## src/rtl/key_conditioner.sv

```systemverilog
// key_conditioner: synchronises, debounces and edge-detects active-low pushbuttons.
// Each key channel is independent: 2-flop synchroniser, 4-state debounce FSM
// with a stability counter, registered level and single-cycle press/release pulses.
// Ports:
//   CLOCK_50          - system clock, rising edge
//   reset             - asynchronous, active-high reset
//   KEY               - raw asynchronous pushbuttons (0 = pressed)
//   key_pressed       - debounced level, 1 = key held
//   key_press_pulse   - one-cycle pulse on an accepted press
//   key_release_pulse - one-cycle pulse on an accepted release
module key_conditioner #(
  parameter int unsigned NUM_KEYS        = 2,
  parameter int unsigned DEBOUNCE_CYCLES = 500000
) (
  input  logic                CLOCK_50,
  input  logic                reset,
  input  logic [NUM_KEYS-1:0] KEY,
  output logic [NUM_KEYS-1:0] key_pressed,
  output logic [NUM_KEYS-1:0] key_press_pulse,
  output logic [NUM_KEYS-1:0] key_release_pulse
);

  localparam int unsigned CNT_W = $clog2(DEBOUNCE_CYCLES);
  localparam logic [CNT_W-1:0] CNT_LAST = CNT_W'(DEBOUNCE_CYCLES - 1);

  typedef enum logic [1:0] {
    RELEASED    = 2'd0,
    PRESS_CHK   = 2'd1,
    PRESSED     = 2'd2,
    RELEASE_CHK = 2'd3
  } state_t;

  logic [NUM_KEYS-1:0] s1_q, s1_d;
  logic [NUM_KEYS-1:0] s2_q, s2_d;
  state_t              state_q [NUM_KEYS];
  state_t              state_d [NUM_KEYS];
  logic [CNT_W-1:0]    cnt_q   [NUM_KEYS];
  logic [CNT_W-1:0]    cnt_d   [NUM_KEYS];
  logic [NUM_KEYS-1:0] pressed_q, pressed_d;
  logic [NUM_KEYS-1:0] press_pulse_q, press_pulse_d;
  logic [NUM_KEYS-1:0] release_pulse_q, release_pulse_d;

  // Next-state: synchroniser shift plus per-key debounce FSM
  always_comb begin
    s1_d            = KEY;
    s2_d            = s1_q;
    pressed_d       = pressed_q;
    press_pulse_d   = '0;
    release_pulse_d = '0;
    for (int k = 0; k < int'(NUM_KEYS); k++) begin
      state_d[k] = state_q[k];
      cnt_d[k]   = cnt_q[k];
      case (state_q[k])
        RELEASED: begin
          if (!s2_q[k]) begin
            state_d[k] = PRESS_CHK;
            cnt_d[k]   = '0;
          end
        end
        PRESS_CHK: begin
          // Any return to released before the count completes is a bounce
          if (s2_q[k]) begin
            state_d[k] = RELEASED;
          end else if (cnt_q[k] == CNT_LAST) begin
            state_d[k]       = PRESSED;
            pressed_d[k]     = 1'b1;
            press_pulse_d[k] = 1'b1;
          end else begin
            cnt_d[k] = cnt_q[k] + CNT_W'(1);
          end
        end
        PRESSED: begin
          if (s2_q[k]) begin
            state_d[k] = RELEASE_CHK;
            cnt_d[k]   = '0;
          end
        end
        RELEASE_CHK: begin
          if (!s2_q[k]) begin
            state_d[k] = PRESSED;
          end else if (cnt_q[k] == CNT_LAST) begin
            state_d[k]         = RELEASED;
            pressed_d[k]       = 1'b0;
            release_pulse_d[k] = 1'b1;
          end else begin
            cnt_d[k] = cnt_q[k] + CNT_W'(1);
          end
        end
        default: begin
          state_d[k] = RELEASED;
          cnt_d[k]   = '0;
        end
      endcase
    end
  end

  // State registers; synchroniser resets to "released" so no false press
  always_ff @(posedge CLOCK_50 or posedge reset) begin
    if (reset) begin
      s1_q            <= '1;
      s2_q            <= '1;
      pressed_q       <= '0;
      press_pulse_q   <= '0;
      release_pulse_q <= '0;
      for (int k = 0; k < int'(NUM_KEYS); k++) begin
        state_q[k] <= RELEASED;
        cnt_q[k]   <= '0;
      end
    end else begin
      s1_q            <= s1_d;
      s2_q            <= s2_d;
      pressed_q       <= pressed_d;
      press_pulse_q   <= press_pulse_d;
      release_pulse_q <= release_pulse_d;
      for (int k = 0; k < int'(NUM_KEYS); k++) begin
        state_q[k] <= state_d[k];
        cnt_q[k]   <= cnt_d[k];
      end
    end
  end

  assign key_pressed       = pressed_q;
  assign key_press_pulse   = press_pulse_q;
  assign key_release_pulse = release_pulse_q;

endmodule

```

## config.mk

```make
export PLATFORM = sky130hd
export DESIGN_NAME = key_conditioner
export DESIGN_NICKNAME = d
export VERILOG_FILES = /design/src/rtl/key_conditioner.sv
export SDC_FILE = /design/constraint.sdc
export NUM_CORES = 1
export LEC_CHECK = 0
export BUFFER_PORTS_ARGS = -buffer_cell sky130_fd_sc_hd__buf_2
export CAP_MARGIN = 20
export CORE_AREA = 4 4 76 78
export DETAILED_ROUTE_END_ITERATION = 6
export DIE_AREA = 0 0 80 82
export PLACE_DENSITY = 0.7
export SYNTH_ARGS = -nofsm -noshare
export SYNTH_HDL_FRONTEND = slang
export SYNTH_SLANG_ARGS = --single-unit
```

## constraint.sdc

```tcl
create_clock -name CLOCK_50 -period 4.4 [get_ports CLOCK_50]
set_input_delay 0.66 -clock CLOCK_50 [delete_from_list [all_inputs] [get_ports CLOCK_50]]
set_output_delay 0.66 -clock CLOCK_50 [all_outputs]
set_load 0.005 [all_outputs]
```

==> out/metrics.cfg, run 1 <==
[pwr]
power_mw = 0.8441
max-vdd-ir-drop_v = 0.0001926
p_leak_nw = 1.235
power-per-cell-area_nw_per_um2 = 290.5

[sta]
slew_headroom = 0.3979
max_freq_ghz = 0.3456
hold_viol_final = 0
worstMarginPinSlew_ps = 903.1
period_share = 0.6575
fin_hold_ws_ps = 284.6
final_max_slew_viol_count = 0
min_period_ps = 2893
setup_viol = 0
fin_setup_tns_ps = 0
grt_setup_unrepaired = no
finClkSkew_ps = 7.422

[placement]
io_buffers = 9
dp_hpwl_mm = 3.701
gp_congestion = 0.8697
dp.cells = 355

[drt]
first_pass_iters = 4
routedWlPerCell_um = 15.10
avgViaCountPerCell = 5.992
wl_mm = 5.495
ant_nets = 0
drc = 0
vias = 2181
first_iter_violations = 128

[synthesis]
synth_seq_cells = 52
seq_area_frac_synth = 0.4763
synth_edf_count = 0
synth_ff_type = dfrtp_1
synth.distinct_cells = 52
async_reset_ff_frac = 1.000
ys_warn_count = 0
syn_inst = 288
syn_avg_cell_area_um2 = 9.523
synth_nets = 294
syn_area_um2 = 2743

[clock_tree]
clock_path_buffers = 2
ctsResizeCount = 0
cts_setup_buffers = 0
cts_tree = yes
clk_pin_slew_ps = 100
cts_sinks = 52
htreeDepth = 2
hold_buffers = 0
insertion_delay_ps = 310
cts_root_buffer = clkbuf_8
numCtsBuffers = 5

[setup_path]
cp_max_fo = 21
crit_family = simple AND/OR/NAND/NOR gates
path_cells = or4b_1, or4_4, o21ai_2, inv_1, nand2_1, o31ai_1
r2r-start = cnt_q[31]
startpoint = cnt_q[31]
required_ps = 4590
path_buf_inv = 1
end_kind = register
cp-start-kind = register
slowest_stage = o21ai_2
path_class = reg2reg
slowest_delay_ps = 710
arrival_ps = 3080

[die]
die_h_um = 82
coreArea_um2 = 5075
die_w_um = 80
dieArea_um2 = 6560
io_pins = 10
start_util = 0.5404
num_rows = 26

[layout]
nets = 299
area_growth_pct = 5.931
fin_cells = 364
fillers = 464
multiInputGateArea_um2 = 1310
diodes = 0
seqCellArea_um2 = 1306
drive_gt1_frac = 0.1293

[outcome]
status = completed

[global_route]
antenna_found_initial = 0
overflow = 0
first_global_vias = 1956
grt.total_usage = 0.1877
grt_pass1_wl_mm = 9.611
grt_max_degree = 53

[min_path]
holdCritPathClass = in2async

[job]
cap_violations = 0

worst reg2reg max path, cell delays in order, from the launching register on:
cell     delay, ps
dfrtp_1        430
or4b_1         560
or4_4          510
o21ai_2        710
inv_1          140
nand2_1        290
o31ai_1        130
cell usage after synthesis, types with 5 or more instances:
| master | number | share of area |
|---|---|---|
| nor3_1 | 8 | 0.015 |
| xnor2_1 | 8 | 0.026 |
| and2_1 | 5 | 0.011 |
| inv_1 | 11 | 0.015 |
| nor4_1 | 7 | 0.016 |
| dfrtp_1 | 48 | 0.44 |
| o21ai_0 | 11 | 0.020 |
| nand2_1 | 28 | 0.038 |
| a21oi_1 | 10 | 0.018 |
| nand3_1 | 20 | 0.036 |
| clkbuf_1 | 8 | 0.011 |
| nand4_1 | 15 | 0.034 |
| xor2_1 | 6 | 0.019 |
| nor2_1 | 25 | 0.034 |
| o31ai_1 | 8 | 0.022 |
layer usage:
metal,global-route usage,routed length [um],up-vias
met5,0,0,-
met4,0.06081,48,0
met3,0.03618,279,4
met2,0.2790,2482,49
met1,0.2758,2683,1053
li1,-,-,1075
report_power, final:
group | internal, mW | switching, mW
logic | 0.0225 | 0.0331
clock network | 0.111 | 0.160
registers | 0.492 | 0.0251
total | 0.626 | 0.218
through the flow:
stage	util	area, um^2	worst slack, ps
5_1_grt	0.5725	2905	1308
4_1_cts	0.5685	2885	1499
3_5_place_dp	0.5513	2798	1538
2_1_floorplan	-	2743	2334
6_report	0.5725	2905	1507
3_3_place_gp	0.5513	2798	1634
cells by family (layout without fill, tap and decap cells):
| group | after synthesis | in the layout | share of synthesized area |
|---|---|---|---|
| muxes | 4 | 4 | 0.01505 |
| adders and majority gates | 2 | 2 | 0.009123 |
| DFF | 52 | 52 | 0.4763 |
| buffers and inverters | 24 | 30 | 0.04607 |
| xor gates and xnor gates | 14 | 14 | 0.04471 |
| AOI/OAI and AO/OA | 59 | 59 | 0.1496 |
| and+or+nand+nor | 133 | 133 | 0.2591 |
worst paths after layout:
check	endpoint	slack [ps]	cells past startpoint
min reg2reg	s2_q[0]	360	0
max in group asynchronous	s2_q[0]	3560	3
max reg2reg	cnt_q[33]	1510	6
min in group CLOCK_50	s2_q[0]	360	0
min	key_pressed[1]	280	2
max	cnt_q[33]	1510	6
cell usage in the layout (no fill, tap or decap), types with 3 or more instances in the layout:
master / Yosys / final
and2_1: 5 / 5
or4_1: 3 / 3
dfstp_2: 4 / 4
mux2i_1: 3 / 3
buf_2: 1 / 9
o211ai_1: 3 / 3
a31oi_1: 4 / 4
nand4_1: 15 / 15
xor2_1: 6 / 6
nor2_1: 25 / 25
nand3_1: 20 / 20
a21o_1: 3 / 3
o21ai_0: 11 / 11
dfrtp_1: 48 / 48
inv_1: 11 / 10
and4_1: 3 / 3
o21ai_2: 3 / 3
a21oi_1: 10 / 10
a22o_1: 4 / 4
o31ai_1: 8 / 8
xnor2_1: 8 / 8
nor4_1: 7 / 7
nor3_1: 8 / 8
nand2_1: 28 / 28
a22o_2: 3 / 3
clkbuf_8: 1 / 5
or3_1: 4 / 4
flip-flops by register name, indices dropped and copies added, names as in the netlist, named ones only:
| register | flops |
|---|---|
| cnt_q | 38 |
| key_press_pulse | 2 |
| key_pressed | 2 |
| key_release_pulse | 2 |
| s1_q | 2 |
| s2_q | 2 |
| state_q | 2 |
layout make-up:
type / instances / share of cell area
tap: 70 / 0.03015
timing repair buffer: 11 / 0.02498
sequential: 52 / 0.4496
multi-input combinational: 212 / 0.4509
clock buffer: 5 / 0.02369
inverter: 11 / 0.01421
clock inverter: 3 / 0.006460
No activity file was read; power rests on OpenSTA's default activity.
==> inputs of run 2 (changes only) <==
--- a/config.mk
+++ b/config.mk
@@ -10,7 +10,7 @@
 export CORE_AREA = 4 4 76 78
 export DETAILED_ROUTE_END_ITERATION = 6
 export DIE_AREA = 0 0 80 82
-export PLACE_DENSITY = 0.7
+export PLACE_DENSITY = 0.72
 export SYNTH_ARGS = -nofsm -noshare
 export SYNTH_HDL_FRONTEND = slang
 export SYNTH_SLANG_ARGS = --single-unit
==> constraint.sdc (replaced) <==
create_clock -name CLOCK_50 -period 2.6 [get_ports CLOCK_50]
set_input_delay 0.39 -clock CLOCK_50 [delete_from_list [all_inputs] [get_ports CLOCK_50]]
set_output_delay 0.39 -clock CLOCK_50 [all_outputs]
set_load 0.005 [all_outputs]
==> out/metrics.cfg, run 2 (synthesized netlist as in run 1, its figures left out) <==
[clock_tree]
insertion_delay_ps = 320  ; about the same
cts_sinks = 52  ; unchanged
numCtsBuffers = 5  ; unchanged
clk_pin_slew_ps = 110  ; about the same
htreeDepth = 2  ; unchanged
cts_root_buffer = clkbuf_8
cts_setup_buffers = 0  ; unchanged
cts_tree = yes
clock_path_buffers = 2  ; unchanged
ctsResizeCount = 0  ; unchanged
hold_buffers = 0  ; unchanged

[global_route]
first_global_vias = 2062  ; +5.4%
grt_pass1_wl_mm = 9.853  ; +2.5%
grt_max_degree = 35  ; -34%
overflow = 0  ; unchanged
grt.total_usage = 0.1939  ; +0.006251
antenna_found_initial = 0  ; unchanged

[drt]
route.met2.wl_mm = 2.446  ; -1.5%
wl_mm = 5.563  ; +1.2%
drc = 0  ; unchanged
vias = 2198  ; +0.78%
wl_met1_mm = 2.693  ; +0.37%
top_layer_used = met4
routedWlPerCell_um = 14.95  ; -0.94%
first_iter_violations = 169  ; +32%
avgViaCountPerCell = 5.909  ; -1.4%
first_pass_iters = 4  ; unchanged
ant_nets = 0  ; unchanged
wl_met3_um = 347  ; +24%

[setup_path]
crit_family = simple AND/OR/NAND/NOR gates
path_cells = or4b_1, or4_4, o21ai_2, buf_4, o21ai_1, a22o_1
path_buf_inv = 1  ; unchanged
arrival_ps = 2450  ; -630 ps
path_class = reg2reg
end_kind = register
slowest_stage = or4b_1
cp-start-kind = register
required_ps = 2810  ; -1780 ps
r2r_setup_slack_ps = 360  ; -1150 ps
cp_max_fo = 14  ; -33%
slowest_delay_ps = 540  ; -170 ps

[placement]
dp_hpwl_mm = 3.852  ; +4.1%
io_buffers = 9  ; unchanged
gp_congestion = 0.8171  ; -6.0%

[layout]
nets = 307  ; +2.7%
diodes = 0  ; unchanged
drive_gt1_frac = 0.1523  ; +0.02307
final_cell_mix = dfrtp_1, nand2_1, nor2_1
top_register = cnt_q
area_growth_pct = 8.349
mostFrequentLayoutCell = dfrtp_1
fin_util = 0.5856  ; +0.01307
largest_register_ffs = 38  ; unchanged

[pwr]
power_mw = 1.465  ; +73%
p_leak_nw = 1.273  ; +3.1%
power-per-cell-area_nw_per_um2 = 492.8  ; +70%
max-vdd-ir-drop_v = 0.0003305  ; +72%

[sta]
worstMarginPinSlew_ps = 586.7  ; -316.4 ps
period_share = 0.8619  ; +0.2044
max_freq_ghz = 0.4462  ; +29%
setup_viol = 0  ; unchanged
grt_setup_unrepaired = no
slew_headroom = 0.6052  ; +0.2074
min_period_ps = 2241  ; -652.2 ps
fin_hold_ws_ps = 52.18  ; -232.4 ps
fin_setup_tns_ps = 0  ; unchanged
final_max_slew_viol_count = 0  ; unchanged
finClkSkew_ps = 14.74  ; +7.316 ps
hold_viol_final = 0  ; unchanged

[outcome]
status = completed

[die]
dieArea_um2 = 6560  ; unchanged
coreArea_um2 = 5075  ; unchanged
start_util = 0.5404  ; unchanged
die_w_um = 80  ; unchanged
io_pins = 10  ; unchanged
num_rows = 26  ; unchanged
die_h_um = 82  ; unchanged

[min_path]
holdCritPathClass = in2async

[job]
cap_violations = 0  ; unchanged

-- run 2: cell types whose count changed in the layout (fill, tap and decap cells not counted), sizes merged --
cell / change
clkinvlp: +1
buf: +8
inv: +2
clkinv: -3
-- run 2: report_power, final --
group | total [mW] | leakage (nW) | internal [mW] | switching (mW)
combinational | 0.105 | 0.524 | 0.0433 | 0.0620
clock | 0.490 | 0.0452 | 0.197 | 0.293
sequential | 0.869 | 0.703 | 0.833 | 0.0357
-- run 2: path summary, 6_finish.rpt --
kind                       startpoint        end  cells past startpoint
max                         cnt_q[31]  cnt_q[24]                      6
min                             reset   cnt_q[3]                      2
max reg2reg                 cnt_q[31]  cnt_q[24]                      6
min reg2reg                   s1_q[1]    s2_q[1]                      0
max in group asynchronous       reset    s2_q[0]                      3
min in group CLOCK_50          KEY[0]    s1_q[0]                      1
-- run 2: final cells by class --
| cell class | count | area, um^2 |
|---|---|---|
| multi-input cells | 212 | 1310 |
| well taps | 70 | 87.58 |
| inverters | 11 | 41.29 |
| repair buffers | 19 | 132.6 |
| flip-flops and latches | 52 | 1306 |
| fillers | 441 | 2103 |
| clock inverters | 3 | 25.02 |
| clock buffers | 5 | 68.82 |
-- run 2: worst reg2reg max path: stages (launching register included) --
cell and delay, ps:
dfrtp_1 420, or4b_1 540, or4_4 500, o21ai_2 170
buf_4 240, o21ai_1 90, a22o_1 170
-- run 2: layer usage --
metal,up-vias,track usage
li1,1093,-
met1,1030,0.2831
met2,69,0.2839
met3,6,0.04715
met4,0,0.06081
met5,-,0
-- run 2: metrics by stage --
step	worst slack, ps	instances	area, um^2
floorplan	533.7	288	2743
global placement	414.4	364	2878
detailed placement	369.6	364	2878
CTS	355.5	372	2972
global route	193.2	372	2972
finish	359.0	372	2972
